[src/rtl/uart_tx_scheduler_if.sv]
// Request bus shared by the byte producers and the UART TX scheduler:
// per-requester valid flags, packed bytes, and the one-hot accept strobe.
interface uart_tx_scheduler_if #(
  parameter int NUM_REQ = 4
);
  logic [NUM_REQ-1:0]   req_valid;
  logic [8*NUM_REQ-1:0] req_data;
  logic [NUM_REQ-1:0]   req_ready;

  modport master (output req_valid, output req_data, input req_ready);
  modport slave  (input req_valid, input req_data, output req_ready);
endinterface

[src/rtl/uart_tx_scheduler.sv]
// Round-robin arbiter feeding a single 8N1 UART transmitter; the winning
// byte is latched on the accept edge and shifted out LSB first.
module uart_tx_scheduler #(
  parameter int NUM_REQ      = 4,
  parameter int CLKS_PER_BIT = 1668,
  localparam int GW          = (NUM_REQ > 1) ? $clog2(NUM_REQ) : 1
) (
  input  logic               clk,
  input  logic               reset_n,
  uart_tx_scheduler_if.slave req,
  output logic               tx,
  output logic               busy,
  output logic [GW-1:0]      grant_id,
  output logic               frame_done
);

  typedef enum logic [1:0] {IDLE, START, DATA, STOP} state_t;

  localparam logic [15:0] CNT_MAX = 16'(CLKS_PER_BIT - 1);

  state_t             r_state;
  logic [15:0]        r_cnt;
  logic [2:0]         r_bit;
  logic [7:0]         r_shift;
  logic [GW-1:0]      r_last;

  logic               w_found;
  logic [GW-1:0]      w_winner;
  logic [GW-1:0]      w_idx;
  logic [NUM_REQ-1:0] w_ready;
  logic               w_bit_end;

  assign w_bit_end = (r_cnt == CNT_MAX);

  // Search starts just after the last grant, so that requester is checked last.
  always_comb begin
    w_found  = 1'b0;
    w_winner = '0;
    w_idx    = '0;
    for (int k = 1; k <= NUM_REQ; k++) begin
      w_idx = GW'((int'(r_last) + k) % NUM_REQ);
      if (!w_found && req.req_valid[w_idx]) begin
        w_found  = 1'b1;
        w_winner = w_idx;
      end
    end
  end

  always_comb begin
    w_ready = '0;
    if (reset_n && (r_state == IDLE) && w_found) begin
      w_ready[w_winner] = 1'b1;
    end
  end

  assign req.req_ready = w_ready;

  always_ff @(posedge clk or negedge reset_n) begin
    if (!reset_n) begin
      r_state    <= IDLE;
      r_cnt      <= '0;
      r_bit      <= '0;
      r_shift    <= '0;
      r_last     <= GW'(NUM_REQ - 1);
      tx         <= 1'b1;
      busy       <= 1'b0;
      grant_id   <= '0;
      frame_done <= 1'b0;
    end else begin
      frame_done <= 1'b0;
      case (r_state)
        IDLE: begin
          if (w_found) begin
            r_shift  <= req.req_data[8*w_winner +: 8];
            r_last   <= w_winner;
            grant_id <= w_winner;
            tx       <= 1'b0;
            busy     <= 1'b1;
            r_cnt    <= '0;
            r_state  <= START;
          end
        end
        START: begin
          if (w_bit_end) begin
            r_cnt   <= '0;
            r_bit   <= '0;
            tx      <= r_shift[0];
            r_shift <= {1'b0, r_shift[7:1]};
            r_state <= DATA;
          end else begin
            r_cnt <= r_cnt + 16'd1;
          end
        end
        DATA: begin
          if (w_bit_end) begin
            r_cnt <= '0;
            if (r_bit == 3'd7) begin
              tx      <= 1'b1;
              r_state <= STOP;
            end else begin
              r_bit   <= r_bit + 3'd1;
              tx      <= r_shift[0];
              r_shift <= {1'b0, r_shift[7:1]};
            end
          end else begin
            r_cnt <= r_cnt + 16'd1;
          end
        end
        STOP: begin
          if (w_bit_end) begin
            r_cnt      <= '0;
            busy       <= 1'b0;
            frame_done <= 1'b1;
            r_state    <= IDLE;
          end else begin
            r_cnt <= r_cnt + 16'd1;
          end
        end
        default: r_state <= IDLE;
      endcase
    end
  end

endmodule

[src/flat_wrapper.sv]
// flat-port wrapper written by rule: the top's interface ports become plain ports
module uart_tx_scheduler_flat 
#(
  parameter int NUM_REQ      = 4,
  parameter int CLKS_PER_BIT = 1668,
  localparam int GW          = (NUM_REQ > 1) ? $clog2(NUM_REQ) : 1
)
  (clk, reset_n, tx, busy, grant_id, frame_done, req_req_valid, req_req_data, req_req_ready);
  uart_tx_scheduler_if #(.NUM_REQ(NUM_REQ)) req_i ();
  input  logic clk;
  input  logic reset_n;
  output logic tx;
  output logic busy;
  output logic [GW-1:0] grant_id;
  output logic frame_done;
  input wire logic [$bits(req_i.req_valid)-1:0] req_req_valid;
  input wire logic [$bits(req_i.req_data)-1:0] req_req_data;
  output wire logic [$bits(req_i.req_ready)-1:0] req_req_ready;
  assign req_i.req_valid = req_req_valid;
  assign req_i.req_data = req_req_data;
  assign req_req_ready = req_i.req_ready;
  uart_tx_scheduler #(.NUM_REQ(NUM_REQ), .CLKS_PER_BIT(CLKS_PER_BIT)) u_core (.clk(clk), .reset_n(reset_n), .req(req_i), .tx(tx), .busy(busy), .grant_id(grant_id), .frame_done(frame_done));
endmodule
[config.mk]
export PLATFORM = sky130hd
export DESIGN_NAME = uart_tx_scheduler_flat
export DESIGN_NICKNAME = d
export VERILOG_FILES = /design/src/rtl/uart_tx_scheduler_if.sv /design/src/rtl/uart_tx_scheduler.sv /design/src/flat_wrapper.sv
export SDC_FILE = /design/constraint.sdc
export NUM_CORES = 1
export LEC_CHECK = 0
export ABC_AREA = 1
export BUFFER_PORTS_ARGS = -buffer_cell sky130_fd_sc_hd__buf_4
export CORE_UTILIZATION = 50
export CTS_CLUSTER_DIAMETER = 100
export DETAILED_ROUTE_END_ITERATION = 8
export PLACE_DENSITY = 0.78
export SYNTH_ARGS = -nofsm -noshare
export SYNTH_HDL_FRONTEND = slang
export SYNTH_SLANG_ARGS = --single-unit
[constraint.sdc]
create_clock -name clk -period 5.7 [get_ports clk]
set_input_delay 0.285 -clock clk [delete_from_list [all_inputs] [get_ports clk]]
set_output_delay 0.285 -clock clk [all_outputs]
set_load 0.05 [all_outputs]
# [After elaboration in Yosys (flattened, before gate mapping)]
# Index checks and enable logic that the tools add are counted.
[word_totals] ff_bits=36 inputBits=38 output_inout_bits=9 elab_cells=100
[classes] n_lt_le_gt_ge=6 eq_ne=11 n_reduce_logical=20 n_mux=47 n_addsub=6 n_shift=1
[op_table] cell="$mux 16" n=2
[op_table] cell="$mux 8" n=4
[op_table] cell="$pmux 16 s2" n=1
[op_table] cell="$shiftx 32x6->8" n=1
[op_table] cell="$pmux 8 s3" n=1
[op_table] cell="$mux 2" n=9
[op_table] cell="$mux 1" n=17
[op_table] cell="$add 16x1->16 const B" n=1
[op_table] cell="$eq 16x11->1 const B" n=1
[op_table] cell="$lt 2x3->1 const B" n=5
[op_table] cell="$ne 2x1->1 const B" n=5
[op_table] cell="$reduce_and 5->1" n=2
[op_table] cell="$mux 3" n=3
[op_table] cell="$bmux 1 s2" n=4
[op_table] cell="$pmux 2 s4" n=1
[op_table] cell="$reduce_and 4->1" n=2
[op_table] cell="$logic_and 1x1->1" n=6
[op_table] cell="$pmux 3 s2" n=1
[op_table] cell="$add 2x1->2 const B" n=2
[op_table] cell="$add 2x2->2 const B" n=2
[op_table] cell="$eq 2x2->1 const B" n=2
[op_table] cell="$mux 4" n=1
[op_table] cell="$reduce_bool 2->1" n=2
[op_table] cell="$add 3x1->3 const B" n=1
[op_table] cell="other kinds (13)" n=15

# [Logic depth before layout (Yosys ltp)]
# Gate-level depths: netlist of the first run.
[logic_depth] depth_word=18 ltp_mapped=18

# [Least setup slack after synthesis of the first run]
# No wires, ideal clock.
[synth_timing] path_type="register to output" startpoint="register u_core.r_last[0]" endpoint="output req_req_ready[1]" stages_incl_launch_ff=14 required_ns=5.415 arrival_ns=2.538 setup_slack_ns=2.877 path_cell_list="dfstp_2 > inv_2 > nand2_1 > nand2_2 > nand2_2 > nand2_2 > inv_2 > nand2_1 > nor2_2 > nand2_4 > nand2_4 > buf_6 > inv_4 > nor3_1"
[synth_between] elab_chain_cells=18 word_cells_on_any_way=33
[synth_lines] element="start, declared" line="uart_tx_scheduler.sv:25" rtl="logic [GW-1:0] r_last;"
[synth_lines] element="start signal, assigned" line="uart_tx_scheduler.sv:64" rtl="r_last <= GW'(NUM_REQ - 1);"
[synth_lines] element="start signal, assigned" line="uart_tx_scheduler.sv:75" rtl="r_last <= w_winner;"
[synth_lines] element="$add 2x1->2" line="uart_tx_scheduler.sv:41" rtl="w_idx = GW'((int'(r_last) + k) % NUM_REQ);"
[synth_lines] element="$bmux 1 s2" line="uart_tx_scheduler.sv:42" rtl="if (!w_found && req.req_valid[w_idx]) begin"
[synth_lines] element="$mux 1 (not written as such)" line="uart_tx_scheduler.sv:42"
[synth_lines] element="$mux 1" line="uart_tx_scheduler.sv:42"
[synth_lines] element="$logic_not 1->1" line="uart_tx_scheduler.sv:42"
[synth_lines] element="$logic_and 1x1->1" line="uart_tx_scheduler.sv:42"
[synth_lines] element="$mux 1" line="uart_tx_scheduler.sv:42"
[synth_lines] element="$logic_not 1->1" line="uart_tx_scheduler.sv:42"
[synth_lines] element="[... 2 more ...]"
[synth_lines] element="$logic_not 1->1" line="uart_tx_scheduler.sv:42"
[synth_lines] element="$logic_and 1x1->1" line="uart_tx_scheduler.sv:42"
[synth_lines] element="$mux 2" line="uart_tx_scheduler.sv:42"
[synth_lines] element="$lt 2x3->1 (not written as such) / $ge 2x1->1 (equally long branches)" line="uart_tx_scheduler.sv:52" rtl="w_ready[w_winner] = 1'b1;"
[synth_lines] element="$logic_and 1x1->1 (not written as such)" line="uart_tx_scheduler.sv:52"
[synth_lines] element="$mux 1 (not written as such)" line="uart_tx_scheduler.sv:52"
[synth_lines] element="$demux 1 s2"
[synth_lines] element="$mux 4 (*)" line="uart_tx_scheduler.sv:51" rtl="if (reset_n && (r_state == IDLE) && w_found) begin"
[synth_lines] element="end, declared" line="flat_wrapper.sv:18" rtl="output wire logic [$bits(req_i.req_ready)-1:0] req_req_ready;"
# Mark *: on every way between the ends. The rest lies on a longest branch, timed or not. The select of a mux whose other input is x is not followed.

# [Worst setup path in the final report of the first run]
# Same ends and word-level chain as after synthesis.

==> results.sh, run 1 <==
export IMPL_post_route_period_util_pct=53.1
export IMPL_max_freq_ghz=0.331
export IMPL_critPathLaunchType="flip-flop"
export IMPL_ys_ff_latch=36
export IMPL_synthCells=360
export IMPL_cts_tree="yes"
export IMPL_synth_cell_type_count=34
export IMPL_drive_gt1_share_pct=18.5
export IMPL_status="complete, no violations"
export IMPL_die_h_um=71.9
export IMPL_dp_cells=464
export IMPL_worst_hold_path_num_cells=7
export IMPL_die_w_um=71.9
export IMPL_tightest_slew_ns=0.607
export IMPL_pwr_share_comb_pct=12.3
export IMPL_regArea_um2=905
export IMPL_cts_buffer_depth=2
export IMPL_synth_mux_area_share_pct=0
export IMPL_cts_hold_buffers=1
export IMPL_max_vdd_ir_drop_mv=0.131
export IMPL_antenna_found_initial=0
export IMPL_synth_top_area_share_pct=33.8
export IMPL_skew_ns=0.00806
export IMPL_min_path_type="input pin to flip-flop"
export IMPL_postRouteWirelength_um=5340
export IMPL_root_buffer="clkbuf_8"
export IMPL_period_needed_ns=3.03
export IMPL_wl_per_cell_um=11.3
export IMPL_hold_path_endpoint="u_core.r_shift[6]"
export IMPL_final_util_pct=61.7
export IMPL_hold_path_startpoint="req_req_data[30]"
export IMPL_routed_via_density=5.08
export IMPL_path_class="flip-flop to primary output"
export IMPL_cts_sinks=36
export IMPL_pwr_share_seq_pct=50.4
export IMPL_ant_nets=0
export IMPL_p_int_w=0.000381
export IMPL_synth_simple_area_share_pct=41.3
export IMPL_initial_utilization_pct=51.7
export IMPL_multi_input_area_um2=1350
export IMPL_drt_pass1_iterations=4
export IMPL_yosysTopAreaCell="dfrtp_1"
export IMPL_nets=451
export IMPL_syn_num_nets=406
export IMPL_hold_viol_final=0
export IMPL_antenna_cells=0
export IMPL_avgSynthCellArea_um2=6.79
export IMPL_post_cts_buffers=0
export IMPL_drt_iter0_drc=155
export IMPL_setup_viol_count_final=0
export IMPL_cts_max_level=2
export IMPL_area_delta_synth_final_pct=19.3
export IMPL_ys_seq_area_share_pct=37.0
export IMPL_synth_top_family_by_area="simple AND/OR/NAND/NOR gates"
export IMPL_ff2ff_setup_slack_ns=3.21
export IMPL_io_buffers=46
export IMPL_synth_area_um2=2440
export IMPL_synth_xor_area_share_pct=0.358
export IMPL_hpwl_um=4000
export IMPL_synthTopCellsByArea="dfrtp_1, nand2_1, nand3_1, inv_1, nor2_1"
export IMPL_rows=25
export IMPL_grt_pass1_wl_um=9030
export IMPL_timing_rr_end="u_core.r_shift[2]"
export IMPL_reg2reg_depth=13
export IMPL_fin_hold_ws_ns=0.397
export IMPL_cp_end_kind="primary output"
export IMPL_ios=47
export IMPL_power_switching_w=0.000126
export IMPL_vias=2403
export IMPL_fin_setup_tns_ns=0
export IMPL_cp_max_fo=11
export IMPL_path_clk_slew_ns=0.07
export IMPL_core_area_um2=4720
export IMPL_clock_power_share_pct=37.3
export IMPL_yosysWarnings=0
export IMPL_grt_use_total_pct=21.6
export IMPL_p_leak_nw=1.60
export IMPL_cts_buffers=5
export IMPL_yosys_area_share_adder_pct=4.10
export IMPL_grt_ovfl_total=0
export IMPL_maxCapViolations=0
export IMPL_worstPathRequired_ns=5.41
export IMPL_place_congestion=0.806
export IMPL_drv_slew=0
export IMPL_crit_start="u_core.r_last[0]"
export IMPL_maxSlewHeadroom_pct=59.4
export IMPL_drc_errors=0
export IMPL_r2r_start="u_core.r_last[0]"
export IMPL_fin_ws_ns=2.67
export IMPL_stdcell_count=473
export IMPL_dieArea_um2=5170
export IMPL_critPathArrivalTime_ns=2.74
export IMPL_clk_insertion_delay_late_ns=0.29
export IMPL_p_per_area_nw_per_um2=174
export IMPL_rsz0062_at_grt="false"
export IMPL_switching_share_pct=24.9
export IMPL_num_fill_cells=429
export IMPL_cts_resized=0
export IMPL_grt_pass1_vias=2148
export IMPL_grt_max_degree=38
export IMPL_post_place_ws_ns=2.99
export IMPL_synth_compound_area_share_pct=9.58
synth_stat cells:
library cell	count
o32ai_1	2
nand3_1	37
nand4_1	4
inv_1	29
clkbuf_1	2
inv_4	1
o41ai_1	1
buf_2	3
a32o_1	1
o21ai_1	1
o31ai_1	2
nand2_1	143
a21boi_0	2
o21ai_0	20
xnor2_1	1
nand3_2	1
dfstp_2	3
nor2_2	1
ha_1	8
o22ai_1	4
nand4_2	2
or2_2	1
nor2_4	1
a21oi_1	6
buf_4	2
nor4_1	2
inv_2	3
nand2_4	2
nor3_1	6
nand2_2	6
nor2_1	27
dfrtp_1	33
o211ai_1	1
buf_6	2
logic make-up (layout without fill, tap and decap cells):
| kind of cell | count (synthesis) | in the layout |
|---|---|---|
| buf+inv | 42 | 88 |
| simple gates | 233 | 233 |
| compound gates | 40 | 40 |
| flops | 36 | 36 |
| xor+xnor | 1 | 1 |
| fa+ha+maj | 8 | 8 |
critical path, cell delays in order (launching register included):
cell and delay (ns):
dfstp_2 0.60, inv_2 0.10, nand2_1 0.09, nand3_1 0.08, nand2_2 0.11, nor2_4 0.06, nand3_1 0.07, nand3_1 0.07
nor2_1 0.49, inv_1 0.33, nor3_1 0.22, buf_4 0.23
layout by cell type (no fill, tap or decap), drive strengths merged:
cell | synthesis | final
o31ai | 2 | 2
o41ai | 1 | 1
o211ai | 1 | 1
clkbuf | 2 | 6
dfrtp | 33 | 33
dfstp | 3 | 3
nand2 | 151 | 151
a32o | 1 | 1
a21oi | 6 | 6
nor3 | 6 | 6
inv | 33 | 33
nand3 | 38 | 38
dlygate4sd3 | 0 | 1
a21boi | 2 | 2
buf | 7 | 46
o32ai | 2 | 2
nor4 | 2 | 2
o21ai | 21 | 21
clkinv | 0 | 2
or2 | 1 | 1
o22ai | 4 | 4
nor2 | 29 | 29
xnor2 | 1 | 1
ha | 8 | 8
nand4 | 6 | 6
worst max-delay path by stage:
stage / to / depth (start not counted) / slack [ns]
detailed placement: req_req_ready[1] / 11 / 2.99
global route: req_req_ready[1] / 11 / 2.39
floorplan: req_req_ready[1] / 13 / 2.88
CTS: req_req_ready[1] / 11 / 2.65
global placement: req_req_ready[0] / 11 / 3.12
finish: req_req_ready[1] / 11 / 2.67
routing by layer:
| layer | wire length (um) | part of all wire (%) | track usage [%] | up-vias |
|---|---|---|---|---|
| met5 | 0 | 0 | 0 | - |
| met4 | 67 | 1.3 | 5.66 | 0 |
| met3 | 174 | 3.3 | 3.89 | 9 |
| met2 | 2640 | 49 | 38.7 | 44 |
| met1 | 2460 | 46 | 27.0 | 1091 |
| li1 | - | - | - | 1259 |
metrics by stage:
| stage | instance area [um2] | power [W] |
|---|---|---|
| 4_1_cts | 2920 | 0.000511 |
| 5_1_grt | 2920 | 0.000529 |
| 3_3_place_gp | 2810 | 0.000322 |
| 2_1_floorplan | 2440 | 0.000295 |
| 3_5_place_dp | 2810 | 0.000323 |
| 6_report | 2920 | 0.000507 |
cell type report:
cell class	count	share of cell area [%]
Multi-Input combinational cell	282	46.4
Sequential cell	36	31.0
Timing Repair Buffer	47	12.2
Inverter	33	4.33
Tap cell	67	2.88
Clock buffer	6	2.83
Clock inverter	2	0.343
power by group through the flow:
stage                     sequential [W]  combinational (W)  clock, W
final                           0.000255          0.0000625  0.000189
after global routing            0.000255          0.0000708  0.000202
after CTS                       0.000255          0.0000633  0.000192
after detailed placement        0.000260          0.0000624         0
after global placement          0.000260          0.0000616         0
after floorplan                 0.000260          0.0000345         0
state kept, by name, indices dropped and copies added (netlist names), 2 cells and up:
register and count:
u_core.r_cnt 16, u_core.grant_id 2, u_core.r_shift 8, u_core.r_state 2
u_core.r_last 2, u_core.r_bit 3
Power figures use the tool's default switching activity.
==> run 2, diff against run 1 <==
--- a/config.mk
+++ b/config.mk
@@ -5,12 +5,12 @@
 export SDC_FILE = /design/constraint.sdc
 export NUM_CORES = 1
 export LEC_CHECK = 0
-export ABC_AREA = 1
+export ABC_AREA = 0
 export BUFFER_PORTS_ARGS = -buffer_cell sky130_fd_sc_hd__buf_4
 export CORE_UTILIZATION = 50
 export CTS_CLUSTER_DIAMETER = 100
 export DETAILED_ROUTE_END_ITERATION = 8
-export PLACE_DENSITY = 0.78
+export PLACE_DENSITY = 0.81
 export SYNTH_ARGS = -nofsm -noshare
 export SYNTH_HDL_FRONTEND = slang
 export SYNTH_SLANG_ARGS = --single-unit
==> constraint.sdc (replaced) <==
create_clock -name clk -period 2.77 [get_ports clk]
set_input_delay 0.1385 -clock clk [delete_from_list [all_inputs] [get_ports clk]]
set_output_delay 0.1385 -clock clk [all_outputs]
set_load 0.05 [all_outputs]
==> results.sh, run 2 <==
export IMPL_status="complete, no violations"
export IMPL_crit_chain="nand2b_1, a21oi_1, nor3_1, nor2_1, buf_4"
export IMPL_grt_pass1_vias=2099
export IMPL_place_congestion=0.844
export IMPL_antenna_cells=0
export IMPL_path_class="flip-flop to primary output"
export IMPL_skew_ns=0.00846
export IMPL_regArea_um2=905
export IMPL_dieArea_um2=5320
export IMPL_async_reset_ff_share_pct=100
export IMPL_dp_cells=373
export IMPL_worst_hold_path_num_cells=4
export IMPL_largest_reg_flops=16
export IMPL_reg2reg_depth=6
export IMPL_ys_seq_area_share_pct=36.0
export IMPL_cp_end_kind="primary output"
export IMPL_post_cts_buffers=0
export IMPL_grt_use_met2_pct=37.2
export IMPL_max_vdd_ir_drop_mv=0.149
export IMPL_num_fill_cells=391
export IMPL_final_common_cell="buf_4"
export IMPL_tightest_slew_ns=0.990
export IMPL_postRouteWirelength_um=5590
export IMPL_grt_busiest_layer="met2"
export IMPL_period_needed_ns=2.32
export IMPL_fin_ws_ns=0.448
export IMPL_worstPathRequired_ns=2.63
export IMPL_synth_most_common_cell="dfrtp_1"
export IMPL_wl_per_cell_um=14.7
export IMPL_final_cell_mix="buf_4, dfrtp_1, nand2_1"
export IMPL_die_w_um=72.9
export IMPL_drv_slew=0
export IMPL_largest_registers="u_core.r_cnt (16), u_core.r_shift (8), u_core.r_bit (3)"
export IMPL_area_delta_synth_final_pct=18.6
export IMPL_drc_errors=0
export IMPL_rsz0062_at_grt="false"
export IMPL_critPathLaunchType="flip-flop"
export IMPL_post_place_ws_ns=0.755
export IMPL_routed_via_density=5.83
export IMPL_use_met3_pct=4.28
export IMPL_cts_sinks=36
export IMPL_synth_commonest_cells="dfrtp_1, nand2_1, a21oi_1, o21ai_0, nor2_1"
export IMPL_critPathArrivalTime_ns=2.18
export IMPL_antenna_found_initial=0
export IMPL_drt_iter0_drc=105
export IMPL_drive_gt1_share_pct=24.2
export IMPL_drt_pass1_iterations=4
export IMPL_hpwl_um=4260
export IMPL_met1_usage_pct=28.8
export IMPL_synthFlopType="dfrtp_1"
export IMPL_multi_input_area_um2=1500
export IMPL_maxSlewHeadroom_pct=34.0
export IMPL_grt_pass1_wl_um=9350
export IMPL_synth_cell_type_count=57
export IMPL_io_buffers=46
export IMPL_synth_area_um2=2520
export IMPL_p_leak_nw=1.36
export IMPL_p_per_area_nw_per_um2=325
export IMPL_path_clk_slew_ns=0.07
export IMPL_setup_viol_count_final=0
export IMPL_synth_top_area_share_pct=32.8
export IMPL_maxCapViolations=0
export IMPL_grt_ovfl_total=0
export IMPL_min_path_type="input pin to flip-flop"
export IMPL_root_buffer="clkbuf_8"
export IMPL_cpPeakStageDelay_ns=0.77
export IMPL_die_h_um=72.9
export IMPL_avgSynthCellArea_um2=9.28
export IMPL_clk_insertion_delay_late_ns=0.28
export IMPL_fin_setup_tns_ns=0
export IMPL_core_area_um2=4790
export IMPL_cp_slowest_cell="a21oi_1"
export IMPL_hold_viol_final=0
export IMPL_post_route_period_util_pct=83.8
export IMPL_power_w=0.000971
export IMPL_cp_max_fo=15
export IMPL_ys_ff_latch=36
export IMPL_vias=2221
export IMPL_initial_utilization_pct=52.6
export IMPL_cts_resized=0
export IMPL_ant_nets=0
export IMPL_grt_max_degree=39
export IMPL_nets=360
export IMPL_cts_tree="yes"
export IMPL_rows=25
export IMPL_synthTopCellsByArea="dfrtp_1, ha_1, nand2_1, dfstp_2, a21bo_1"
export IMPL_cts_buffer_depth=2
export IMPL_ios=47
export IMPL_synthCells=271
export IMPL_syn_num_nets=317
export IMPL_stdcell_count=381
export IMPL_cts_max_level=2
export IMPL_yosysWarnings=0
export IMPL_yosysTopAreaCell="dfrtp_1"
export IMPL_top_register="u_core.r_cnt"
export IMPL_max_freq_ghz=0.431
export IMPL_cts_buffers=5
export IMPL_grt_use_total_pct=22.3
export IMPL_final_util_pct=62.4
export IMPL_synth_edff_count=0
## run 2: timing repair
item | 4_1_cts | 5_1_grt
endpoints found under the hold margin | 33 | 0
hold buffers | 1 | 0
setup endpoints to repair | 0 | 0
## run 2: cell families (layout without fill, tap and decap cells)
kind of cell / after synthesis / after routing / synth area share [%]
AO/OA/AOI/OAI: 99 / 99 / 29.3
XOR/XNOR: 2 / 2 / 0.696
adder cells (fa/ha/maj): 8 / 8 / 3.98
buffers and inverters: 24 / 67 / 4.43
flip-flops: 36 / 36 / 36.0
multiplexers: 6 / 6 / 2.59
AND/OR/NAND/NOR: 96 / 96 / 23.0
## run 2: through the flow
step	cell area [um2]	hold slack, ns
final	2990	0.240
after global routing	2990	0.246
after CTS	2990	0.237
after detailed placement	2900	0.128
after global placement	2900	0.128
after floorplan	2520	-0.157
## run 2: metal layers
metal	vias up	routed length, um
met5	-	0
met4	0	68
met3	8	253
met1	1038	2620
li1	1107	-
met2	68	2640
## run 2: final timing paths
kind / slack, ns / startpoint / endpoint
setup / recovery: 0.45 / u_core.r_last[0] / req_req_ready[3]
hold / removal: 0.24 / req_req_data[2] / u_core.r_shift[2]
setup reg to reg: 0.72 / u_core.r_cnt[0] / u_core.r_cnt[4]
hold reg to reg: 0.48 / u_core.grant_id[1] / u_core.grant_id[1]
max in group asynchronous: 2.07 / reset_n / u_core.tx
min in group asynchronous: 0.35 / reset_n / u_core.r_bit[0]
## run 2: power by group
part	switching, W	total, W	internal [W]
sequential	0	0.000526	0.000526
clock	0.000177	0.000348	0.000171
combinational	0.0000495	0.0000969	0.0000474
total	0.000226	0.000971	0.000744
## run 2: area by class of cell
cell class,instances,share of cell area (%)
tap,67,2.81
inverter,9,1.13
multi-input combinational,211,50.3
sequential,36,30.3
clock buffer,6,2.43
clock inverter,1,0.168
timing repair buffer,51,12.9
## run 2: critical path, delay by kind of cell (launching register included)
kind | cells | cell delay, ns
AO/OA/AOI/OAI | 1 | 0.77
AND/OR/NAND/NOR | 3 | 0.54
buffers and inverters | 1 | 0.21
flip-flops | 1 | 0.38
==> run 3, diff against run 2 <==
--- a/config.mk
+++ b/config.mk
@@ -5,7 +5,7 @@
 export SDC_FILE = /design/constraint.sdc
 export NUM_CORES = 1
 export LEC_CHECK = 0
-export ABC_AREA = 0
+export ABC_AREA = 1
 export BUFFER_PORTS_ARGS = -buffer_cell sky130_fd_sc_hd__buf_4
 export CORE_UTILIZATION = 50
 export CTS_CLUSTER_DIAMETER = 100
==> constraint.sdc (replaced) <==
create_clock -name clk -period 1.9 [get_ports clk]
set_input_delay 0.095 -clock clk [delete_from_list [all_inputs] [get_ports clk]]
set_output_delay 0.095 -clock clk [all_outputs]
set_load 0.05 [all_outputs]
==> results.sh, run 3 (same netlist as run 1, synthesis figures left out) <==
export IMPL_final_util_pct=80.2
export IMPL_regArea_um2=906
export IMPL_place_congestion=0.785
export IMPL_cp_slowest_cell="dfstp_2"
export IMPL_drv_slew=0
export IMPL_drt_pass1_iterations=5
export IMPL_drive_gt1_share_pct=40.4
export IMPL_antenna_cells=0
export IMPL_fin_ws_ns=-0.488
export IMPL_grt_ovfl_total=0
export IMPL_maxSlewHeadroom_pct=65.7
export IMPL_max_vdd_ir_drop_mv=0.493
export IMPL_core_area_um2=4720
export IMPL_hold_path_startpoint="req_req_data[27]"
export IMPL_final_cell_mix="nand2_1, buf_4, dfrtp_1"
export IMPL_path_clk_slew_ns=0.07
export IMPL_io_buffers=46
export IMPL_path_class="flip-flop to primary output"
export IMPL_violations="negative setup slack"
export IMPL_r2r_start="u_core.r_last[0]"
export IMPL_timing_rr_end="u_core.r_shift[0]"
export IMPL_dp_cells=494
export IMPL_antenna_found_initial=0
export IMPL_crit_top_cell="nand2_2"
export IMPL_reg2reg_depth=17
export IMPL_hold_path_endpoint="u_core.r_shift[3]"
export IMPL_clk_insertion_delay_late_ns=0.29
export IMPL_grt_pass1_wl_um=10600
export IMPL_hpwl_um=4320
export IMPL_postRouteWirelength_um=8310
export IMPL_largest_reg_flops=16
export IMPL_p_leak_nw=1.98
export IMPL_crit_chain="buf_4, nand2_1, nand2_2, nand2_1, nand2_2, nand2_2, nand2_4, buf_4, nand2_8, nand2_8, inv_6, nor3_4, buf_6"
export IMPL_setup_viol_count_final=34
export IMPL_maxCapViolations=0
export IMPL_worst_hold_path_num_cells=7
export IMPL_final_cell_area_um2=3790
export IMPL_tightest_slew_ns=0.514
export IMPL_cts_sinks=36
export IMPL_drt_iter0_drc=256
export IMPL_largest_registers="u_core.r_cnt (16), u_core.r_shift (8), u_core.r_bit (3)"
export IMPL_wl_per_cell_um=15.8
export IMPL_dpl_cell_area_um2=3120
export IMPL_p_per_area_nw_per_um2=430
export IMPL_num_fill_cells=285
export IMPL_fin_hold_ws_ns=0.194
export IMPL_post_place_ws_ns=-0.156
export IMPL_routed_via_density=5.64
export IMPL_cp_num_buf_inv=4
export IMPL_min_path_type="input pin to flip-flop"
export IMPL_dieArea_um2=5170
export IMPL_top_register="u_core.r_cnt"
export IMPL_post_route_period_util_pct=126
export IMPL_status="finished, violations left"
export IMPL_rows=25
export IMPL_stdcell_count=527
export IMPL_cp_max_fo=6
export IMPL_final_common_cell="nand2_1"
export IMPL_ff2ff_setup_slack_ns=-0.42
export IMPL_cp_end_kind="primary output"
export IMPL_rsz0062_at_grt="true"
export IMPL_cts_tree="yes"
export IMPL_multi_input_area_um2=1710
export IMPL_ios=47
export IMPL_period_needed_ns=2.39
export IMPL_cpPeakStageDelay_ns=0.61
export IMPL_ant_nets=0
export IMPL_die_h_um=71.9
export IMPL_grt_use_total_pct=26.3
export IMPL_cts_max_level=2
export IMPL_grt_pass1_vias=2470
export IMPL_initial_utilization_pct=51.7
export IMPL_drc_errors=0
export IMPL_area_delta_synth_final_pct=55.0
export IMPL_grt_max_degree=37
export IMPL_critPathLaunchType="flip-flop"
export IMPL_nets=505
export IMPL_skew_ns=0.00637
export IMPL_hold_viol_final=0
export IMPL_cts_buffers=5
export IMPL_vias=2974
export IMPL_die_w_um=71.9
export IMPL_cp_top_family="simple AND/OR/NAND/NOR gates"
export IMPL_max_freq_ghz=0.419
export IMPL_root_buffer="clkbuf_8"
export IMPL_critPathArrivalTime_ns=2.29
export IMPL_worstPathRequired_ns=1.80
export IMPL_cts_buffer_depth=2
-- run 3: cell count changes in the layout (fill, tap and decap cells not counted), sizes merged, moves of 8 or more --
cell,previous run,this run
nand2,24,153
buf,50,98
nand3,7,38
inv,9,32
nor2,12,29
a21o,9,0
a31oi,9,0
a21oi,14,6
o211a,8,0
-- run 3: power by group --
group / leakage, nW / switching [W] / internal [W]
Combinational: 1.50 / 0.000150 / 0.000143
Clock: 0.0455 / 0.000276 / 0.000296
Sequential: 0.439 / 0 / 0.000766
Total: 1.98 / 0.000425 / 0.00120
-- run 3: metal layers --
| metal | track usage [%] | part of all wire, % |
|---|---|---|
| met5 | 0 | 0 |
| met4 | 12.0 | 5.6 |
| met3 | 4.44 | 5.6 |
| met2 | 44.3 | 49 |
| met1 | 33.1 | 40 |
-- run 3: worst min-delay path, stage by stage --
cell	delay [ns]
buf_4	0.08
nand2_1	0.04
nand2_1	0.05
nand2_1	0.04
nand3_1	0.06
nand2_1	0.05
nand2_1	0.05
-- run 3: layout make-up --
type	count	area share, %
Multi-Input combinational cell	284	45.1
Sequential cell	36	23.9
Timing Repair Buffer	99	22.7
Inverter	33	3.73
Clock buffer	8	2.38
Tap cell	67	2.21
-- run 3: per-stage QoR --
stage	TNS (ns)	total power, W
detailed placement	-1.44	0.000993
global route	-10.47	0.00169
global placement	-0.525	0.000990
CTS	-3.38	0.00159
finish	-6.57	0.00163
floorplan	-0.471	0.000893
-- run 3: timing repair --
item	4_1_cts	5_1_grt
cloned	2	1
gates resized for setup	33	74
pin swaps	9	27
hold buffers	1	0
endpoints found under the setup margin	28	37
hold endpoints to repair	33	0
setup buffers	5	19
-- run 3: worst max path at each step --
stage / cells past startpoint / to / from / slack, ns
after global routing: 12 / req_req_ready[1] / u_core.r_last[0] / -0.63
after global placement: 13 / req_req_ready[3] / u_core.r_last[0] / -0.08
after detailed placement: 13 / req_req_ready[1] / u_core.r_last[0] / -0.16
after floorplan: 13 / req_req_ready[1] / u_core.r_last[0] / -0.14
final: 13 / req_req_ready[1] / u_core.r_last[0] / -0.49
after CTS: 12 / req_req_ready[3] / u_core.r_last[0] / -0.34
